===== src/rtl/axi_pcie_cmd_sequencer.sv =====
// Command sequencer feeding the PCIe AXI master VIO inputs: queues host commands,
// issues them one at a time with a START edge, and returns read data or timeout status.
module axi_pcie_cmd_sequencer #(
  parameter int CMD_DEPTH      = 4,
  parameter int START_GAP      = 3,
  parameter int TIMEOUT_CYCLES = 4096
) (
  input  logic         clk,
  input  logic         rstn,
  input  logic         cmd_valid,
  output logic         cmd_ready,
  input  logic         cmd_ops,
  input  logic [63:0]  cmd_addr,
  input  logic [255:0] cmd_wdata,
  input  logic [31:0]  cmd_wstrb,
  input  logic [87:0]  cmd_user,
  output logic         rsp_valid,
  input  logic         rsp_ready,
  output logic         rsp_ops,
  output logic [255:0] rsp_rdata,
  output logic         rsp_timeout,
  output logic [63:0]  VIO_AXI_ADDR,
  output logic [255:0] VIO_AXI_WDATA,
  output logic [31:0]  VIO_AXI_WSTRB,
  output logic [87:0]  VIO_AXI_AWUSER,
  output logic         VIO_AXI_OPS,
  output logic         VIO_AXI_START,
  input  logic [7:0]   master_state,
  input  logic [255:0] VIO_AXI_RDATA,
  output logic         busy,
  output logic [15:0]  timeout_cnt
);

  localparam int AW = $clog2(CMD_DEPTH);
  localparam int PW = AW + 1;
  localparam int EW = 1 + 64 + 256 + 32 + 88;
  localparam int TW = $clog2(TIMEOUT_CYCLES + 1);
  localparam int GW = $clog2(START_GAP + 1);

  typedef enum logic [2:0] {S_IDLE, S_ISSUE, S_WAIT, S_RESP, S_GAP} state_t;

  logic [EW-1:0] mem [CMD_DEPTH];
  logic [PW-1:0] wr_ptr, rd_ptr, wr_nxt, rd_nxt;
  logic [EW-1:0] head;
  state_t        state;
  logic [TW-1:0] timer;
  logic [GW-1:0] gap_cnt;
  logic          push, pop, empty, gap_last, timer_last, idle_nxt;

  assign empty      = (wr_ptr == rd_ptr);
  assign push       = cmd_valid && cmd_ready;
  assign pop        = (state == S_IDLE) && !empty && !rsp_valid;
  assign wr_nxt     = wr_ptr + {{AW{1'b0}}, push};
  assign rd_nxt     = rd_ptr + {{AW{1'b0}}, pop};
  assign head       = mem[rd_ptr[AW-1:0]];
  assign gap_last   = (gap_cnt == GW'(START_GAP - 1));
  // >= rather than == so a timer that overshoots on the ISSUE->WAIT hop still expires
  assign timer_last = (timer >= TW'(TIMEOUT_CYCLES - 1));
  assign idle_nxt   = ((state == S_IDLE) && !pop) || ((state == S_GAP) && gap_last);

  always_ff @(posedge clk) begin
    if (push) mem[wr_ptr[AW-1:0]] <= {cmd_ops, cmd_addr, cmd_wdata, cmd_wstrb, cmd_user};
  end

  // cmd_ready and busy are registered from next-cycle occupancy, so a pop frees a slot one cycle later
  always_ff @(posedge clk or negedge rstn) begin
    if (!rstn) begin
      wr_ptr    <= '0;
      rd_ptr    <= '0;
      cmd_ready <= 1'b0;
      busy      <= 1'b0;
    end else begin
      wr_ptr    <= wr_nxt;
      rd_ptr    <= rd_nxt;
      cmd_ready <= ((wr_nxt - rd_nxt) != PW'(CMD_DEPTH));
      busy      <= !idle_nxt || (wr_nxt != rd_nxt);
    end
  end

  always_ff @(posedge clk or negedge rstn) begin
    if (!rstn) begin
      state          <= S_GAP;
      timer          <= '0;
      gap_cnt        <= '0;
      VIO_AXI_ADDR   <= '0;
      VIO_AXI_WDATA  <= '0;
      VIO_AXI_WSTRB  <= '0;
      VIO_AXI_AWUSER <= '0;
      VIO_AXI_OPS    <= 1'b0;
      VIO_AXI_START  <= 1'b0;
      rsp_valid      <= 1'b0;
      rsp_ops        <= 1'b0;
      rsp_rdata      <= '0;
      rsp_timeout    <= 1'b0;
      timeout_cnt    <= '0;
    end else begin
      case (state)
        S_IDLE: begin
          if (pop) begin
            {VIO_AXI_OPS, VIO_AXI_ADDR, VIO_AXI_WDATA, VIO_AXI_WSTRB, VIO_AXI_AWUSER} <= head;
            VIO_AXI_START <= 1'b1;
            timer         <= '0;
            state         <= S_ISSUE;
          end
        end
        S_ISSUE, S_WAIT: begin
          timer <= timer + TW'(1);
          if ((state == S_ISSUE) && (master_state != 8'd0)) begin
            VIO_AXI_START <= 1'b0;
            state         <= S_WAIT;
          end else if ((state == S_WAIT) && (master_state == 8'd0)) begin
            rsp_valid   <= 1'b1;
            rsp_ops     <= VIO_AXI_OPS;
            rsp_rdata   <= VIO_AXI_OPS ? VIO_AXI_RDATA : 256'd0;
            rsp_timeout <= 1'b0;
            state       <= S_RESP;
          end else if (timer_last) begin
            VIO_AXI_START <= 1'b0;
            rsp_valid     <= 1'b1;
            rsp_ops       <= VIO_AXI_OPS;
            rsp_rdata     <= '0;
            rsp_timeout   <= 1'b1;
            if (timeout_cnt != 16'hFFFF) timeout_cnt <= timeout_cnt + 16'd1;
            state         <= S_RESP;
          end
        end
        S_RESP: begin
          if (rsp_ready) begin
            rsp_valid <= 1'b0;
            gap_cnt   <= '0;
            state     <= S_GAP;
          end
        end
        S_GAP: begin
          if (gap_last) state <= S_IDLE;
          else gap_cnt <= gap_cnt + GW'(1);
        end
        default: state <= S_GAP;
      endcase
    end
  end

endmodule

===== config.mk =====
export PLATFORM = sky130hd
export DESIGN_NAME = axi_pcie_cmd_sequencer
export DESIGN_NICKNAME = d
export VERILOG_FILES = /design/src/rtl/axi_pcie_cmd_sequencer.sv
export SDC_FILE = /design/constraint.sdc
export NUM_CORES = 2
export LEC_CHECK = 0
export CORE_AREA = 2 2 561 563
export CTS_BUF_LIST = sky130_fd_sc_hd__clkbuf_16
export DETAILED_ROUTE_END_ITERATION = 16
export DIE_AREA = 0 0 563 565
export GPL_ROUTABILITY_DRIVEN = 1
export GPL_TIMING_DRIVEN = 0
export PLACE_DENSITY = 0.59
export SLEW_MARGIN = 20
export SYNTH_ARGS = -nofsm -noshare
export SYNTH_HDL_FRONTEND = slang
export SYNTH_SLANG_ARGS = --single-unit

===== constraint.sdc =====
create_clock -name clk -period 74.9 [get_ports clk]
set_input_delay 14.98 -clock clk [delete_from_list [all_inputs] [get_ports clk]]
set_output_delay 14.98 -clock clk [all_outputs]
set_load 0.005 [all_outputs]

---- Word level (Yosys, flattened, before mapping) ----
Memories as Yosys holds them, arrays and structs flattened. A register that Yosys moved wholly into a read port is not among the register bits.
Cells that the tools add are included.
operators by class
  magnitude comparators ................... 1
  add/subtract/negate cells ............... 6
  bitwise logic cells ..................... 2
  reduce and logical (&&, ||, !) cells .... 30
  mux-type cells .......................... 30
  equal/unequal tests ..................... 18
operators by type and width
  cell                                                                                    count
  256-bit two-way mux                                                                     3
  13-bit case mux with 2 select lines                                                     1
  3-bit two-way mux                                                                       6
  16-bit by 1-bit adder with 16-bit output (second input constant)                        1
  16-bit != test (second input constant)                                                  1
  13-bit by 1-bit adder with 13-bit output (second input constant)                        1
  13-bit by 12-bit greater-or-equal comparator with 1-bit output (second input constant)  1
  1-bit two-way mux                                                                       13
  13-bit two-way mux                                                                      1
  3-bit != test (second input constant)                                                   4
  3-bit case mux with 4 select lines                                                      1
  4-bit AND reduction                                                                     3
  2-bit != test (second input constant)                                                   5
  8-bit logical NOT                                                                       1
  2-bit nonzero test                                                                      4
  8-bit nonzero test                                                                      1
  1-bit logical AND                                                                       7
  3-bit by 1-bit adder with 3-bit output                                                  2
  3-bit by 2-bit == test with 1-bit output (second input constant)                        2
  3-bit AND reduction                                                                     2
  1-bit logical NOT                                                                       5
  5-bit AND reduction                                                                     1
  2-bit two-way mux                                                                       2
  4-bit != test (second input constant)                                                   1
  14 further kinds                                                                        18
storage, ports and cells
  bits in registers ....................... 302
  memories kept ........................... 1
  RAM bits ................................ 1764
  logic and storage cells ................. 101
memories
  name  depth  width  read ports  clocked after Yosys merged registers in  wr ports  line  source
  mem   4      441    1           1                                        1         42    logic [EW-1:0] mem [CMD_DEPTH];

---- Logic depth before layout (Yosys ltp) ----
  word-level depth ........................ 9
  depth in mapped cells ................... 15
  gate-level depth less buffers ........... 11

---- Least setup slack after synthesis ----
OpenSTA, ideal clock, no wires.
  path type ............................... in2reg
  start point ............................. input port cmd_valid
  end point ............................... memory mem[2][0] (netlist name), enable pin
  cell stages on the path ................. 2
  library setup time ...................... 1.876 ns
  buffers on the path ..................... 0
  required time ........................... 73.024 ns
  slack ................................... 26.248 ns
  arrival ................................. 46.776 ns
  path through ............................ nand2_1 -> nor3b_1
between the ends
  longest elaborated chain between the ends .. 3
ends and longest elaborated chain
  element                                  line  source
  start: declaration                       10    input logic cmd_valid,
  1-bit logical AND                        51    assign push = cmd_valid && cmd_ready;
  1-bit two-way mux                        62    if (push) mem[wr_ptr[AW-1:0]] <= {cmd_ops, cmd_addr, cmd_wdata, cmd_wstrb, cmd_user};
  1-bit two-way mux (implied by the code)  62
  end: declaration                         42
No other way between the ends.

---- Worst setup path after layout ----
  start point ............................. input port cmd_valid
  end point ............................... memory mem[2][142] (netlist name), enable pin
The elaborated chain is that of the path after synthesis.

==> qor.yml <==
outcome:
  status: "complete, no violations"
synthesis:
  syn_nets: 5699
  yosysWarnings: 0
  postSynthCellCount: 4981
  async_reset_ff_share_pct: 29.6
  synth_edf_count: 1764
  syn_avg_cell_area_um2: 18.3
  syn-cell-area_um2: 91300
  ys_seq_area_share_pct: 78.4
  ys.flop_type: "edfxtp_1"
  ys_ff_latch: 2507
  yosysUniqueCellTypes: 47
timing:
  maxSlewHeadroom_pct: 18.6
  fin_setup_tns_ns: 0
  hold_viol: 0
  fmax_mhz: 54.7
  worst_slack_ns: 56.62
  rsz0062_at_grt: "false"
  tightest_slew_ns: 1.22
  drv_slew: 0
  finalSetupViolCount: 0
  finalCriticalPeriod_ns: 18.28
  period_share_pct: 24.4
  fin_skew_ns: 0.0402
route:
  drt_pass1_iterations: 7
  post_drt_wl_per_cell_um: 29.7
  drtAntennaViolNets: 0
  met1Wirelength_um: 124000
  drtIter0Drc: 4560
  vias_per_cell: 4.75
  wl_met3_um: 29300
  drc: 0
  highest_layer: "met5"
  routed_wl_um: 337000
  routed-via-count: 53813
  wl_met2_um: 160000
clock_network:
  clockBufferDepth: 4
  post-cts-setup-buffers: 0
  ctsHoldBuffers: 0
  clkLatencyLatePin_ns: 0.87
  cts_resized: 0
  cts_root_buffer: "clkbuf_16"
  tritoncts: "built"
  cts_max_level: 5
  clock-sinks: 2507
  clkTransAtPathRegs_ns: 0.06
  cts_buffers: 278
placement:
  port-buffer-count: 1427
  place.gp.congestion: 0.962
  pre_cts_ws_ns: 55.69
  hpwl_um: 254000
global_routing:
  grt_pass1_vias: 56013
  grt_usage_pct: 20.6
  antenna_found_initial: 112
  grt_pass1_wl_um: 456000
  grt_overflow: 0
  grt_max_degree: 139
flow_run:
  cap_violations: 0
worst_setup_path:
  cp-start-kind: "input port"
  required_ns: 75.44
  crit_type: "in2reg"
  ff2ff_path_depth: 16
  cp-end-kind: "flip-flop"
  cp.arrival_ns: 18.83
  cp_max_fo: 9
  r2r-start: "cmd_ready$_DFF_PN0_"
  rrSetupSlack_ns: 70.83
  r2r_end: "mem[2][142]$_DFFE_PP_"
hold_path:
  whs_endpoint: "VIO_AXI_ADDR[15]$_DFFE_PN0P_"
  holdCritStartpoint: "VIO_AXI_ADDR[15]$_DFFE_PN0P_"
  hold_path.class: "reg2reg"
  hold_depth: 2
power_and_ir_drop:
  p_switching_mw: 1.57
  p_clk_share_pct: 27.3
  p_int_mw: 3.22
  seq_power_share_pct: 40.6
  swShare_pct: 32.7
  ir_drop_v: 0.0000236
  p_comb_share_pct: 32.1
  leakage_nw: 45.9
  power_density_nw_per_um2: 39.3
cells_and_area:
  area_growth_syn_to_layout_pct: 33.6
  nets: 7638
  layout-drive-gt1-share_pct: 17.2
floorplan:
  dieArea_um2: 318000
  start_util_pct: 29.3
  num_rows: 205
  die_w_um: 563
  die_y_um: 565
  ioPinCount: 1428
  coreArea_um2: 311000
## state kept, by name (all words and copies together), names as in the netlist, 2 cells and up
register / count
state: 3
timeout_cnt: 16
wr_ptr: 3
VIO_AXI_WSTRB: 32
mem: 1764
VIO_AXI_AWUSER: 88
timer: 13
gap_cnt: 2
VIO_AXI_WDATA: 256
VIO_AXI_ADDR: 64
rsp_rdata: 256
rd_ptr: 3
## per-stage QoR
stage	power, mW	cells	utilization (%)	hold slack (ns)	instance area, um2
4_1_cts	4.86	11284	39.1	0.475	122000
5_1_grt	5.03	11314	39.2	0.487	122000
3_3_place_gp	3.86	10548	35.6	0.460	111000
2_1_floorplan	2.88	4981	-	0.468	91300
6_report	4.79	11331	39.2	0.469	122000
3_5_place_dp	3.54	10780	36.3	0.461	113000
## cell usage after synthesis (2+ instances only)
cell type,count,share of area [%]
ha_1,9,0.12
buf_4,6,0.049
nand3_1,10,0.055
buf_2,122,0.67
nor2_1,24,0.099
nand4_1,11,0.075
a22o_1,256,2.5
and4_1,3,0.029
a21oi_1,10,0.055
inv_1,8,0.033
and2_1,2,0.014
buf_1,6,0.025
xnor2_1,5,0.048
and3_1,2,0.014
buf_6,24,0.30
clkbuf_1,103,0.42
edfxtp_1,1764,58
o21ai_0,11,0.060
nor2b_1,3,0.021
o31ai_1,2,0.016
dfrtp_1,742,20
xor2_1,27,0.26
or4_1,3,0.025
nor4_1,5,0.034
nand2b_1,3,0.021
mux4_2,441,11
nor3_2,7,0.077
nand2_1,1344,5.5
nor3b_1,2,0.016
nor3_1,9,0.049
## area by class of cell
cell class                      instances  area [um2]
Sequential cell                      2507       71600
Antenna cell                           47         118
Clock inverter                        222        1600
Multi-Input combinational cell       2204       18400
Fill cell                           28541      189000
Timing Repair Buffer                 1659       16700
Clock buffer                          282        7060
Inverter                                9        33.8
Tap cell                             4140        5180
Buffer                                261        1350
## logic make-up after synthesis
| group | Yosys count | synth area share [%] |
|---|---|---|
| multiplexers | 443 | 10.9 |
| buffers and inverters | 270 | 1.50 |
| adder cells (fa/ha/maj) | 9 | 0.123 |
| XOR/XNOR | 32 | 0.307 |
| AO/OA/AOI/OAI | 287 | 2.68 |
| flip-flops | 2507 | 78.4 |
| AND/OR/NAND/NOR | 1433 | 6.11 |
## placed cells by master (no fill, tap or decap), types with 12 or more instances in the layout
cell type	count
a22o_1	256
buf_16	19
buf_2	122
buf_4	159
buf_6	81
bufinv_16	12
clkbuf_1	96
clkbuf_16	282
clkdlybuf4s50_1	1426
clkinv_1	52
clkinv_2	40
dfrtp_1	742
diode_2	47
edfxtp_1	1764
inv_1	85
mux4_2	441
nand2_1	1344
nor2_1	24
xor2_1	27
## power groups by stage
stage / Combinational [mW] / Clock [mW] / Sequential, mW
final: 1.54 / 1.31 / 1.94
after global routing: 1.67 / 1.39 / 1.97
after CTS: 1.58 / 1.34 / 1.95
after detailed placement: 1.57 / 0 / 1.97
after global placement: 1.49 / 0 / 2.37
after floorplan: 0.743 / 0 / 2.14
## worst max-delay path: stages
cell and delay, ns:
clkdlybuf4s50_1 0.45, nand2_1 0.13, nor3b_2 0.51, buf_4 0.26, buf_4 0.18, buf_4 0.20
buf_6 0.16, buf_4 0.19, buf_4 0.22, buf_4 0.22, buf_4 0.20, buf_6 0.17
buf_4 0.22, buf_6 0.18, buf_4 0.20, buf_6 0.17, buf_6 0.15
## worst max path at each step
stage | start | end | slack, ns | cells past startpoint
after global placement | cmd_valid | mem[1][192]$_DFFE_PP_ | -7.75 | 3
after CTS | cmd_valid | mem[2][142]$_DFFE_PP_ | 56.62 | 17
after detailed placement | cmd_valid | mem[2][310]$_DFFE_PP_ | 55.69 | 17
after global routing | cmd_valid | mem[2][142]$_DFFE_PP_ | 56.40 | 17
final | cmd_valid | mem[2][142]$_DFFE_PP_ | 56.62 | 17
after floorplan | cmd_valid | mem[2][0]$_DFFE_PP_ | 26.25 | 2
## layer usage
metal  up-vias  track usage [%]
li1      22816                -
met3       654             6.58
met5         -                0
met1     28074             23.6
met4        76             13.2
met2      2193             33.4
Power figures use the tool's default switching activity.
